**src/rtl/circle_draw_ctrl.sv**
```systemverilog
// circle_draw_ctrl: sequencer for the VGA circle datapath.
// Clears the frame buffer one pixel per cycle, then walks the midpoint
// circle algorithm and emits the eight symmetric pixels of each iteration.
// Every output is registered. Each state's outputs are loaded on the edge
// that enters that state.
module circle_draw_ctrl #(
  parameter int         SCREEN_W  = 160,
  parameter int         SCREEN_H  = 120,
  parameter logic [2:0] BG_COLOUR = 3'b000
) (
  input  logic       clk,
  input  logic       reset,
  input  logic       start,
  input  logic [7:0] centre_x,
  input  logic [6:0] centre_y,
  input  logic [6:0] radius,
  input  logic [2:0] colour,
  output logic       busy,
  output logic       done,
  output logic [7:0] vga_x,
  output logic [6:0] vga_y,
  output logic [2:0] vga_colour,
  output logic       vga_plot
);

  typedef enum logic [3:0] {
    IDLE, CLEAR, INIT,
    OCT1, OCT2, OCT3, OCT4, OCT5, OCT6, OCT7, OCT8,
    STEP, DONE
  } state_t;

  typedef struct packed {
    logic       plot;
    logic [7:0] x;
    logic [6:0] y;
  } pix_t;

  localparam logic signed [9:0] W_LIM   = 10'(SCREEN_W);
  localparam logic signed [9:0] H_LIM   = 10'(SCREEN_H);
  localparam logic [7:0]        CX_LAST = 8'(SCREEN_W - 1);
  localparam logic [6:0]        CY_LAST = 7'(SCREEN_H - 1);

  state_t            state;
  logic [7:0]        cx_r;
  logic [6:0]        cy_r;
  logic [6:0]        rad_r;
  logic [2:0]        col_r;
  logic [7:0]        cx_cnt;
  logic [6:0]        cy_cnt;
  logic signed [9:0] ox;
  logic signed [9:0] oy;
  logic signed [9:0] crit;

  logic signed [9:0] cx_s;
  logic signed [9:0] cy_s;
  logic [7:0]        clr_nx;
  logic [6:0]        clr_ny;
  logic              clr_last;
  logic signed [9:0] step_ox;
  logic signed [9:0] step_oy;
  logic signed [9:0] step_crit;
  logic              step_cont;
  logic [2:0]        oct_sel;
  pix_t              oct_pix;
  pix_t              step_pix;

  // One octant point relative to the centre, with off-screen points masked
  // so the cycle count never depends on where the circle sits.
  function automatic pix_t oct_pixel(input logic [2:0]        oct,
                                     input logic signed [9:0] cx,
                                     input logic signed [9:0] cy,
                                     input logic signed [9:0] dx,
                                     input logic signed [9:0] dy);
    logic signed [9:0] px;
    logic signed [9:0] py;
    pix_t              p;
    case (oct)
      3'd0:    begin px = cx + dx; py = cy + dy; end
      3'd1:    begin px = cx + dy; py = cy + dx; end
      3'd2:    begin px = cx - dx; py = cy + dy; end
      3'd3:    begin px = cx - dy; py = cy + dx; end
      3'd4:    begin px = cx - dx; py = cy - dy; end
      3'd5:    begin px = cx - dy; py = cy - dx; end
      3'd6:    begin px = cx + dx; py = cy - dy; end
      default: begin px = cx + dy; py = cy - dx; end
    endcase
    p.plot = (px >= 10'sd0) && (px < W_LIM) && (py >= 10'sd0) && (py < H_LIM);
    p.x    = px[7:0];
    p.y    = py[6:0];
    return p;
  endfunction

  assign cx_s = signed'({2'b00, cx_r});
  assign cy_s = signed'({3'b000, cy_r});

  // Clear-pass scan: x inner, y outer.
  always_comb begin
    clr_last = (cx_cnt == CX_LAST) && (cy_cnt == CY_LAST);
    if (cx_cnt == CX_LAST) begin
      clr_nx = '0;
      clr_ny = cy_cnt + 7'd1;
    end else begin
      clr_nx = cx_cnt + 8'd1;
      clr_ny = cy_cnt;
    end
  end

  // Midpoint update, used both to load the registers and to pre-compute
  // the first octant pixel of the next iteration.
  always_comb begin
    step_oy = oy + 10'sd1;
    if (crit <= 10'sd0) begin
      step_ox   = ox;
      step_crit = crit + (step_oy <<< 1) + 10'sd1;
    end else begin
      step_ox   = ox - 10'sd1;
      step_crit = crit + ((step_oy - step_ox) <<< 1) + 10'sd1;
    end
    step_cont = (step_oy <= step_ox);
  end

  // Pixel for the octant state being entered next (INIT leads to OCT1).
  always_comb begin
    if (state == INIT) oct_sel = 3'd0;
    else               oct_sel = 3'(4'(state) - 4'(OCT1) + 4'd1);
    oct_pix  = oct_pixel(oct_sel, cx_s, cy_s, ox, oy);
    step_pix = oct_pixel(3'd0, cx_s, cy_s, step_ox, step_oy);
  end

  // Sequencer FSM with registered outputs.
  always_ff @(posedge clk) begin
    if (reset) begin
      state      <= IDLE;
      busy       <= 1'b0;
      done       <= 1'b0;
      vga_plot   <= 1'b0;
      vga_x      <= '0;
      vga_y      <= '0;
      vga_colour <= '0;
      cx_r       <= '0;
      cy_r       <= '0;
      rad_r      <= '0;
      col_r      <= '0;
      cx_cnt     <= '0;
      cy_cnt     <= '0;
      ox         <= '0;
      oy         <= '0;
      crit       <= '0;
    end else begin
      case (state)
        IDLE: begin
          vga_plot <= 1'b0;
          if (start) begin
            cx_r       <= centre_x;
            cy_r       <= centre_y;
            rad_r      <= radius;
            col_r      <= colour;
            cx_cnt     <= '0;
            cy_cnt     <= '0;
            state      <= CLEAR;
            busy       <= 1'b1;
            vga_x      <= '0;
            vga_y      <= '0;
            vga_colour <= BG_COLOUR;
            vga_plot   <= 1'b1;
          end
        end
        CLEAR: begin
          if (clr_last) begin
            // Load the algorithm registers on entry to INIT so INIT can
            // already present the first octant pixel on its exit edge.
            state    <= INIT;
            vga_plot <= 1'b0;
            ox       <= signed'({3'b000, rad_r});
            oy       <= '0;
            crit     <= 10'sd1 - signed'({3'b000, rad_r});
          end else begin
            cx_cnt   <= clr_nx;
            cy_cnt   <= clr_ny;
            vga_x    <= clr_nx;
            vga_y    <= clr_ny;
            vga_plot <= 1'b1;
          end
        end
        INIT, OCT1, OCT2, OCT3, OCT4, OCT5, OCT6, OCT7: begin
          state      <= state_t'(4'(state) + 4'd1);
          vga_x      <= oct_pix.x;
          vga_y      <= oct_pix.y;
          vga_plot   <= oct_pix.plot;
          vga_colour <= col_r;
        end
        OCT8: begin
          state    <= STEP;
          vga_plot <= 1'b0;
        end
        STEP: begin
          ox   <= step_ox;
          oy   <= step_oy;
          crit <= step_crit;
          if (step_cont) begin
            state    <= OCT1;
            vga_x    <= step_pix.x;
            vga_y    <= step_pix.y;
            vga_plot <= step_pix.plot;
          end else begin
            state    <= DONE;
            busy     <= 1'b0;
            done     <= 1'b1;
            vga_plot <= 1'b0;
          end
        end
        DONE: begin
          vga_plot <= 1'b0;
          // Holding start keeps us here so it cannot retrigger a draw.
          if (!start) begin
            state <= IDLE;
            done  <= 1'b0;
          end
        end
        default: begin
          state    <= IDLE;
          busy     <= 1'b0;
          done     <= 1'b0;
          vga_plot <= 1'b0;
        end
      endcase
    end
  end

endmodule

```
**config.mk**
```make
export PLATFORM = sky130hd
export DESIGN_NAME = circle_draw_ctrl
export DESIGN_NICKNAME = d
export VERILOG_FILES = /design/src/rtl/circle_draw_ctrl.sv
export SDC_FILE = /design/constraint.sdc
export NUM_CORES = 1
export LEC_CHECK = 0
export CAP_MARGIN = 40
export CORE_MARGIN = 3
export CORE_UTILIZATION = 45
export DETAILED_ROUTE_END_ITERATION = 16
export PLACE_DENSITY = 0.65
export REMOVE_ABC_BUFFERS = 1
export SYNTH_ARGS = -nofsm -noshare
export SYNTH_HDL_FRONTEND = slang
export SYNTH_SLANG_ARGS = --single-unit
```
**constraint.sdc**
```tcl
create_clock -name clk -period 9.55 [get_ports clk]
set_input_delay 1.4325 -clock clk [delete_from_list [all_inputs] [get_ports clk]]
set_output_delay 1.4325 -clock clk [all_outputs]
set_load 0.03 [all_outputs]
```
---- After elaboration in Yosys (flattened, before gate mapping) ----
Index checks and enable logic that the tools add are counted.
word-level totals
  memory bits (writable) .................. 0
  memories ................................ 0
  bits in latches ......................... 0
  logic and storage cells ................. 147
  flip-flop bits (word level) ............. 95
  ROM bits ................................ 0
cells by class
  bitwise operators ....................... 2
  $add $sub $neg .......................... 23
  magnitude comparators ................... 10
  $mul .................................... 0
  reduce and logical (&&, ||, !) cells .... 30
  muxes and demuxes ....................... 40
  equality and inequality tests ........... 26
  divide/modulo/power cells ............... 0
  shifts and indexed selects .............. 0
operator list
  kind                                                         count
  case mux 10 bit (2 select lines)                             3
  case mux 10 bit (3 select lines)                             2
  two-way mux 10 bit                                           5
  >= comparator 10 x 1 -> 1 bit, second input constant         4
  two-way mux 8 bit                                            4
  case mux 8 bit (4 select lines)                              1
  adder 10 x 2 -> 10 bit, second input constant                3
  adder 8 x 10 -> 10 bit                                       3
  adder 9 x 10 -> 10 bit                                       3
  two-way mux 7 bit                                            4
  case mux 7 bit (4 select lines)                              1
  case mux 4 bit (6 select lines)                              1
  OR reduction 11 bit                                          2
  adder 10 bit                                                 2
  equality test 4 bit, second input constant                   5
  less-than comparator 10 x 8 -> 1 bit, second input constant  2
  less-than comparator 10 x 9 -> 1 bit, second input constant  2
  subtractor 8 x 10 -> 10 bit                                  2
  subtractor 9 x 10 -> 10 bit                                  2
  equality test 4 x 3 -> 1 bit, second input constant          4
  two-way mux 4 bit                                            4
  case mux 8 bit (2 select lines)                              1
  case mux 7 bit (2 select lines)                              1
  != test 2 bit, second input constant                         6
  other kinds (33)                                             64

---- Longest topological paths before layout ----
Gate-level depths: netlist (run 1).
  depth in word-level cells ............... 11
  mapped depth ............................ 19
  mapped depth without buffers ............ 18

---- Least setup slack after synthesis (run 1) ----
Ideal clock, no wire load.
  path kind ............................... reg-to-reg
  start point ............................. register ox[0]
  end point ............................... register vga_x[0]
  slack ................................... 5620 ps
  data arrival time ....................... 3792 ps
  setup time .............................. 137 ps
  data required time ...................... 9413 ps
  cell stages (with the launch flop) ...... 19
  path through ............................ dfxtp_1 -> inv_1 -> ha_1 -> inv_1 -> or3_1 -> or3_1 -> nor2_1 -> xor2_1 -> inv_1 -> ha_1 -> or3_1 -> a21oi_1 -> o21ai_0 -> nand2_1 -> nor2_1 -> nor4_1 -> clkbuf_1 -> clkbuf_1 -> a211oi_1
between the ends
  longest elaborated chain between the ends .. 5
  elaborated cells between the ends (all ways) .. 11
RTL lines
  item                                                                    line     text
  start, declared                                                         50       logic signed [9:0] ox;
  start signal, assigned                                                  174      ox <= signed'({3'b000, rad_r});
  start signal, assigned                                                  197      ox <= step_ox;
  subtractor 10 x 2 -> 10 bit                                             116      step_ox = ox - 10'sd1;
  two-way mux 10 bit                                                      112      if (crit <= 10'sd0) begin
  adder 9 x 10 -> 10 bit or <= comparator 10 bit (tied branches)          78, 119
  two-way mux 8 bit or != test 2 bit (tied branches)                      n/a
  case mux 8 bit (4 select lines) or AND reduction 4 bit (tied branches)  n/a
  end signal, assigned                                                    180      vga_x <= clr_nx;
  end signal, assigned                                                    187      vga_x <= oct_pix.x;
  end signal, assigned                                                    202      vga_x <= step_pix.x;
  end, declared                                                           20       output logic [7:0] vga_x,
Several ways; a longest one is shown, not always the timed one. The select of a mux whose other input is x is not followed.
A chain may end at the register's enable or synchronous reset.

---- Worst setup path in the final report (run 1) ----
  start point ............................. register state[2]
  end point ............................... register vga_plot
between the ends
  longest elaborated chain between the ends .. 11
  elaborated cells between the ends (all ways) .. 38
RTL lines
  item                                                                                   line  text
  start, declared                                                                        43    state_t state;
  start signal, assigned                                                                 186   state <= state_t'(4'(state) + 4'd1);
  subtractor 3 x 2 -> 3 bit                                                              125   else oct_sel = 3'(4'(state) - 4'(OCT1) + 4'd1);
  adder 3 x 1 -> 3 bit                                                                   125
  two-way mux 3 bit                                                                      124   if (state == INIT) oct_sel = 3'd0;
  equality test 3 bit (tied with other cells)                                            77    case (oct)
  OR reduction 2 bit (no source line)                                                    n/a
  case mux 10 bit (3 select lines)                                                       77
  >= comparator 10 x 1 -> 1 bit or less-than comparator 10 x 9 -> 1 bit (tied branches)  87    p.plot = (px >= 10'sd0) && (px < W_LIM) && (py >= 10'sd0) && (py < H_LIM);
  logical AND 1 bit (3 in series)                                                        87
  case mux 1 bit (4 select lines) *                                                      150   case (state)
  end signal, assigned                                                                   189   vga_plot <= oct_pix.plot;
  end signal, assigned                                                                   204   vga_plot <= step_pix.plot;
  end, declared                                                                          23    output logic vga_plot
Every way passes the cells marked *; elsewhere a longest branch is shown, timed or not.

==> flow_summary.ini, run 1 <==
[logic_synthesis]
synth_common_cells = nand2_1 (129), nor2_1 (128), a21oi_1 (104), dfxtp_1 (95), ha_1 (77)
synth_edf_count = 0
synthFlopType = dfxtp_1
ys_warn_count = 0
synth.most_common_cell = nand2_1
synth_area_sq_mm = 0.008434
yosysTopAreaCell = dfxtp_1
syn_inst = 1129
syn_avg_cell_area_sq_um = 7.471
synth.area.top_cells = dfxtp_1 (23%), ha_1 (11%), a21oi_1 (6.2%)
synth.distinct_cells = 70
synth_top_cell_area_share = 0.2255
synth-seq-cells = 95
async_flop_share = 0
synth_seq_area_share = 0.2255

[power]
finalPower_mw = 1.594
seqPwrFrac = 0.308
p_leak_nw = 3.955
power.switching_fraction = 0.4156
combPwrFrac = 0.443
max-vdd-ir-drop_uv = 155.4
powerDensity_mw_per_mm2 = 169.2
switchingPower_uw = 662.5
clock_power_share = 0.249
power.internal_uw = 931.5

[detailed_routing]
routed.top_layer = met4
avgViaCountPerCell = 5.965
wl_met2_microns = 11710
vias = 8178
drc = 0
initialDrtViolationCount = 534
finalWirelength_microns = 25550
wire_per_inst_microns = 18.64
detail-route-antenna-nets = 0
first_pass_iters = 5
m1WireLength_microns = 11470
wl_met3_microns = 1652

[timing]
worst_pin_slew_ns = 0.9120
timing.fmax_ghz = 0.2166
finalMaxSlewViolations = 0
setup_violations = 0
fin_crit_sh = 0.4835
relSlewSlack = 0.3876
finalHoldViolations = 0
min_period_ns = 4.617
fin_skew_ns = 0.01380
rsz0062_at_grt = no
tns_ns = 0

[floorplanning]
row_count = 49
die_area_sq_mm = 0.02042
coreArea_sq_mm = 0.01821
fp.dieW_microns = 142.9
ios = 49
start_util = 0.4632
die_h_microns = 142.9

[clock_tree]
cts_buffers = 9
clk_transition_reported_paths_ns = 0.07
post-cts-setup-buffers = 0
clock_latency_ns = 0.36
h-tree-depth = 3
cts-root-buf = clkbuf_16
cts_sinks = 95
cts.repair.resized = 0
cts_hold_buffers = 0
clockBufferDepth = 2
cts_tree = done

[finish]
antenna_cells = 0
finish.utilization = 0.5173
finalNetCount = 1249
area_growth_pct = 11.67
instances_no_fill = 1371
drive_gt1_frac = 0.05079

[critical_path]
criticalPathCategory = reg -> reg
cp.arrival_ns = 4.84
rr_startpoint = state[2]$_SDFFE_PP0P_
reg2reg_slack_ns = 4.93
cp.required_ns = 9.77
end_kind = flop
reg2regPathDepth = 14
reg2reg_to = vga_plot$_SDFF_PP0_
start_kind = flop
cp_max_fo = 16

[placed_design]
dp_hpwl_microns = 19390
gp_congestion = 0.9719
portBuffers = 48
dp.cells = 1355

[run]
maxCapViolations = 0

[grt]
grt_pass1_wl_microns = 40190
antenna_found_initial = 0
first_global_vias = 7320
grt_max_degree = 58
grt_overflow = 0
grt_usage = 0.2495

[worst_hold_path]
whs_endpoint = col_r[0]$_SDFFE_PP0P_
hold-path-cell-count = 2
min_path_type = reg -> reg
min_from = col_r[0]$_SDFFE_PP0P_

[outcome]
outcome = finished clean
-- worst max path at each step --
stage / from / end / slack [ns]
after floorplan: crit[5]$_SDFFE_PP0P_ / vga_x[4]$_SDFFE_PP0P_ / 3.83
after global routing: state[0]$_SDFFE_PP0P_ / vga_plot$_SDFF_PP0_ / 4.54
after CTS: state[2]$_SDFFE_PP0P_ / vga_plot$_SDFF_PP0_ / 4.94
after detailed placement: state[2]$_SDFFE_PP0P_ / vga_plot$_SDFF_PP0_ / 4.99
final: state[2]$_SDFFE_PP0P_ / vga_plot$_SDFF_PP0_ / 4.93
after global placement: crit[5]$_SDFFE_PP0P_ / vga_y[2]$_SDFFE_PP0P_ / 4.72
-- cells by family (layout without fill, tap and decap cells) --
logic type | count (synthesis) | count (layout) | synth area share
xor+xnor | 93 | 93 | 0.09835
simple gates | 420 | 420 | 0.2329
buf+inv | 108 | 121 | 0.04969
mux | 16 | 16 | 0.02151
fa+ha+maj | 84 | 84 | 0.1308
flops | 95 | 95 | 0.2255
compound gates | 313 | 313 | 0.2412
-- stage by stage --
| stage | area (sq um) | worst slack [ns] | hold WS, ns |
|---|---|---|---|
| after floorplan | 8162 | 3.832 | 0.4300 |
| after global placement | 9036 | 4.720 | 0.4432 |
| after detailed placement | 9099 | 4.992 | 0.4520 |
| after CTS | 9419 | 4.941 | 0.4620 |
| after global routing | 9419 | 4.536 | 0.4752 |
| final | 9419 | 4.933 | 0.4582 |
-- critical path: stages, from the launching register on --
cell,delay (ns)
dfxtp_1,0.42
ha_1,0.79
mux2i_1,0.26
buf_4,0.22
nand2_1,0.27
o21ai_0,0.60
ha_1,0.37
a211o_1,0.27
o211ai_1,0.11
a21oi_1,0.15
o22ai_1,0.19
xor2_1,0.33
o21bai_1,0.17
o2111ai_1,0.14
o311ai_1,0.18
-- sequential cells by signal, summed over array words and instances, names as in the netlist, 4 cells and up --
register and flops:
crit 10, ox 10, oy 10, cx_cnt 8, cx_r 8, vga_x 8
cy_cnt 7, cy_r 7, rad_r 7, vga_y 7, state 4
-- area by class of cell --
cell class	count	area, sq um
Inverter	39	146.4
Sequential cell	95	1902
Tap cell	229	286.5
Fill cell	1782	8790
Timing Repair Buffer	66	638.1
Clock buffer	10	239.0
Multi-Input combinational cell	926	6126
Clock inverter	6	81.33
-- layer usage --
layer,GRT usage,vias to the layer above
met1,0.3464,3818
met2,0.3959,252
met4,0.08604,0
li1,-,4066
met3,0.03751,42
met5,0,-
-- power groups by stage --
| stage | Sequential, mW | Combinational, mW | Clock (mW) |
|---|---|---|---|
| 3_3_place_gp | 0.500 | 0.683 | 0 |
| 3_5_place_dp | 0.501 | 0.698 | 0 |
| 4_1_cts | 0.492 | 0.703 | 0.406 |
| 2_1_floorplan | 0.548 | 0.409 | 0 |
| 5_1_grt | 0.498 | 0.778 | 0.418 |
| 6_report | 0.491 | 0.706 | 0.397 |
-- layout by cell type, fill, tap and decap left out, drive strengths merged, types with 5 or more instances in the layout --
cell             n
nand4           12
and3            13
nand2          129
a22oi           14
nor4            10
a21o            14
nor2b           11
o41ai            6
a211oi          27
clkdlybuf4s50   47
or3             16
clkbuf          10
xnor2           54
mux2i           11
a21oi          104
nor2           128
and2             5
a31oi           14
dfxtp           95
ha              77
a221oi           6
o31ai            6
xor2            39
a311oi           9
o22ai            5
or2              8
nand2b          13
o21ai           61
nor3            35
buf             19
nand3b           8
a222oi           6
o21a             5
nand3           23
o211ai           5
fa               7
inv             44
(Power assumes the default switching activity.)
==> run 2: changes to the inputs <==
==> constraint.sdc (replaced) <==
create_clock -name clk -period 4.5 [get_ports clk]
set_input_delay 0.675 -clock clk [delete_from_list [all_inputs] [get_ports clk]]
set_output_delay 0.675 -clock clk [all_outputs]
set_load 0.03 [all_outputs]
==> run 2 against run 1 <==
Against the previous run:
- setup slack worse by 4.5 ns
- fmax up 12%
- non-clock buffer count up 21
- global-route usage up 0.63 points
- cell count up 1.5%
- largest power group unchanged
- wire length up 1.8%
- critical path type unchanged
- sequential cell count unchanged
- clock skew down 0.0061 ns
- total power up 110%
==> flow_summary.ini, run 2 (same netlist as run 1, synthesis figures left out) <==
[timing]
fin_skew_ns = 0.007694
fin_hold_ws_ns = 0.4557
finalMaxSlewViolations = 0
min_period_ns = 4.115
worst_pin_slew_ns = 0.8316
setup_violations = 0
fin_crit_sh = 0.9145
finalHoldViolations = 0
rsz0062_at_grt = no
relSlewSlack = 0.4453
timing.fmax_ghz = 0.2430

[floorplanning]
row_count = 49
start_util = 0.4632
coreArea_sq_mm = 0.01821
die_h_microns = 142.9
die_area_sq_mm = 0.02042
ios = 49
fp.dieW_microns = 142.9

[critical_path]
reg2reg_to = vga_y[6]$_SDFFE_PP0P_
end_kind = flop
cpPeakStageDelay_ns = 0.37
reg2reg_slack_ns = 0.38
cp.arrival_ns = 4.38
cp_cell_sequence = inv_1 > ha_1 > inv_1 > or3_1 > or3_1 > nor2_1 > xor2_1 > inv_1 > ha_1 > or3_1 > a21oi_1 > o21ai_0 > nand2_1 > nor2_1 > nor4_2 > buf_4 > nor2_1 > a211oi_1
start_kind = flop
reg2regPathDepth = 18
rr_startpoint = ox[0]$_SDFFE_PP0P_
cp-startpoint = ox[0]$_SDFFE_PP0P_
cp_max_fo = 15
endpoint = vga_y[6]$_SDFFE_PP0P_
crit_path_top_delay_cell = or3_1
criticalPathCategory = reg -> reg
cp.required_ns = 4.76

[clock_tree]
cts.repair.resized = 0
clock_latency_ns = 0.36
h-tree-depth = 3
clockBufferDepth = 2
cts-root-buf = clkbuf_16
cts_sinks = 95
cts_tree = done
cts_buffers = 9
cts_hold_buffers = 0
clk_transition_reported_paths_ns = 0.07
post-cts-setup-buffers = 0

[worst_hold_path]
min_path_type = reg -> reg
hold-path-cell-count = 2

[run]
maxCapViolations = 0

[finish]
finalNetCount = 1270
area_growth_pct = 13.01
drive_gt1_frac = 0.06713
layout_commonest_cell = nand2_1
fillers = 1770
antenna_cells = 0
mostFrequentLayoutCells = nand2_1 (129), nor2_1 (128), a21oi_1 (104), dfxtp_1 (95), ha_1 (77)
top_regs = crit (10), ox (10), oy (10)

[detailed_routing]
avgViaCountPerCell = 5.963
first_pass_iters = 6
detail-route-antenna-nets = 0
wire_per_inst_microns = 18.71
initialDrtViolationCount = 764
finalWirelength_microns = 26020
drc = 0
vias = 8294

[power]
power.switching_fraction = 0.4157
max-vdd-ir-drop_uv = 278.0
powerDensity_mw_per_mm2 = 352.6
clock_power_share = 0.240
p_leak_nw = 4.035
combPwrFrac = 0.448
switchingPower_mw = 1.397
seqPwrFrac = 0.312
finalPower_mw = 3.361
power.internal_mw = 1.964

[placed_design]
gp_congestion = 1.014
dp_hpwl_microns = 19730
portBuffers = 48

[grt]
antenna_found_initial = 0
grt_overflow = 0
grt_pass1_wl_microns = 41830
grt_max_degree = 68
grt_usage = 0.2557
first_global_vias = 7728

[outcome]
outcome = finished clean
run 2: changes by cell type in the layout (fill, tap and decap cells not counted):
cell | before | now
buf_16 | 1 | 0
buf_2 | 1 | 0
buf_4 | 16 | 39
clkbuf_8 | 1 | 0
clkinv_2 | 0 | 1
clkinvlp_4 | 0 | 2
inv_8 | 3 | 0
run 2: layer usage:
metal | up-vias | routed length (microns) | part of all wire | track usage
li1 | 4107 | - | - | -
met5 | - | 0 | 0 | 0
met3 | 27 | 1620 | 0.062 | 0.03215
met2 | 272 | 12080 | 0.46 | 0.4186
met1 | 3888 | 11880 | 0.46 | 0.3620
met4 | 0 | 436 | 0.017 | 0.05453
run 2: critical path: cells and delay by family, from the launching register on:
family | cells | cell delay, ns
AND/OR/NAND/NOR | 8 | 1.70
buffers and inverters | 4 | 0.61
adder cells (fa/ha/maj) | 2 | 0.60
AO/OA/AOI/OAI | 3 | 0.48
flip-flops | 1 | 0.35
XOR/XNOR | 1 | 0.27
run 2: area by class of cell:
| type | count | area (sq um) | share of cell area |
|---|---|---|---|
| multi-input combinational | 926 | 6126 | 0.6427 |
| sequential | 95 | 1902 | 0.1995 |
| timing repair buffer | 87 | 778.2 | 0.08165 |
| tap | 229 | 286.5 | 0.03006 |
| clock buffer | 9 | 225.2 | 0.02363 |
| inverter | 39 | 146.4 | 0.01536 |
| clock inverter | 6 | 67.56 | 0.007088 |
run 2: metrics by stage:
step	area, sq um	util	cells	setup TNS [ns]	setup slack (ns)
final	9532	0.5235	1391	0	0.3847
after global routing	9532	0.5235	1391	0	0.03388
after CTS	9532	0.5235	1391	0	0.3563
after detailed placement	9239	0.5074	1376	0	0.3790
after global placement	9224	0.5066	1375	0	0.4949
after floorplan	8162	-	1060	-16.05	-1.218
run 2: power by group through the flow:
stage	logic (mW)	clock network (mW)	registers, mW
after floorplan	0.869	0	1.16
after global placement	1.46	0	1.07
after detailed placement	1.48	0	1.07
after CTS	1.50	0.813	1.05
after global routing	1.66	0.842	1.06
final	1.51	0.806	1.05
run 2: worst min path at each step:
stage,from,to,slack (ns)
final,col_r[0]$_SDFFE_PP0P_,col_r[0]$_SDFFE_PP0P_,0.46
after global routing,col_r[0]$_SDFFE_PP0P_,col_r[0]$_SDFFE_PP0P_,0.49
after CTS,col_r[2]$_SDFFE_PP0P_,col_r[2]$_SDFFE_PP0P_,0.46
after detailed placement,col_r[2]$_SDFFE_PP0P_,col_r[2]$_SDFFE_PP0P_,0.45
after global placement,col_r[2]$_SDFFE_PP0P_,col_r[2]$_SDFFE_PP0P_,0.45
after floorplan,col_r[0]$_SDFFE_PP0P_,col_r[0]$_SDFFE_PP0P_,0.43
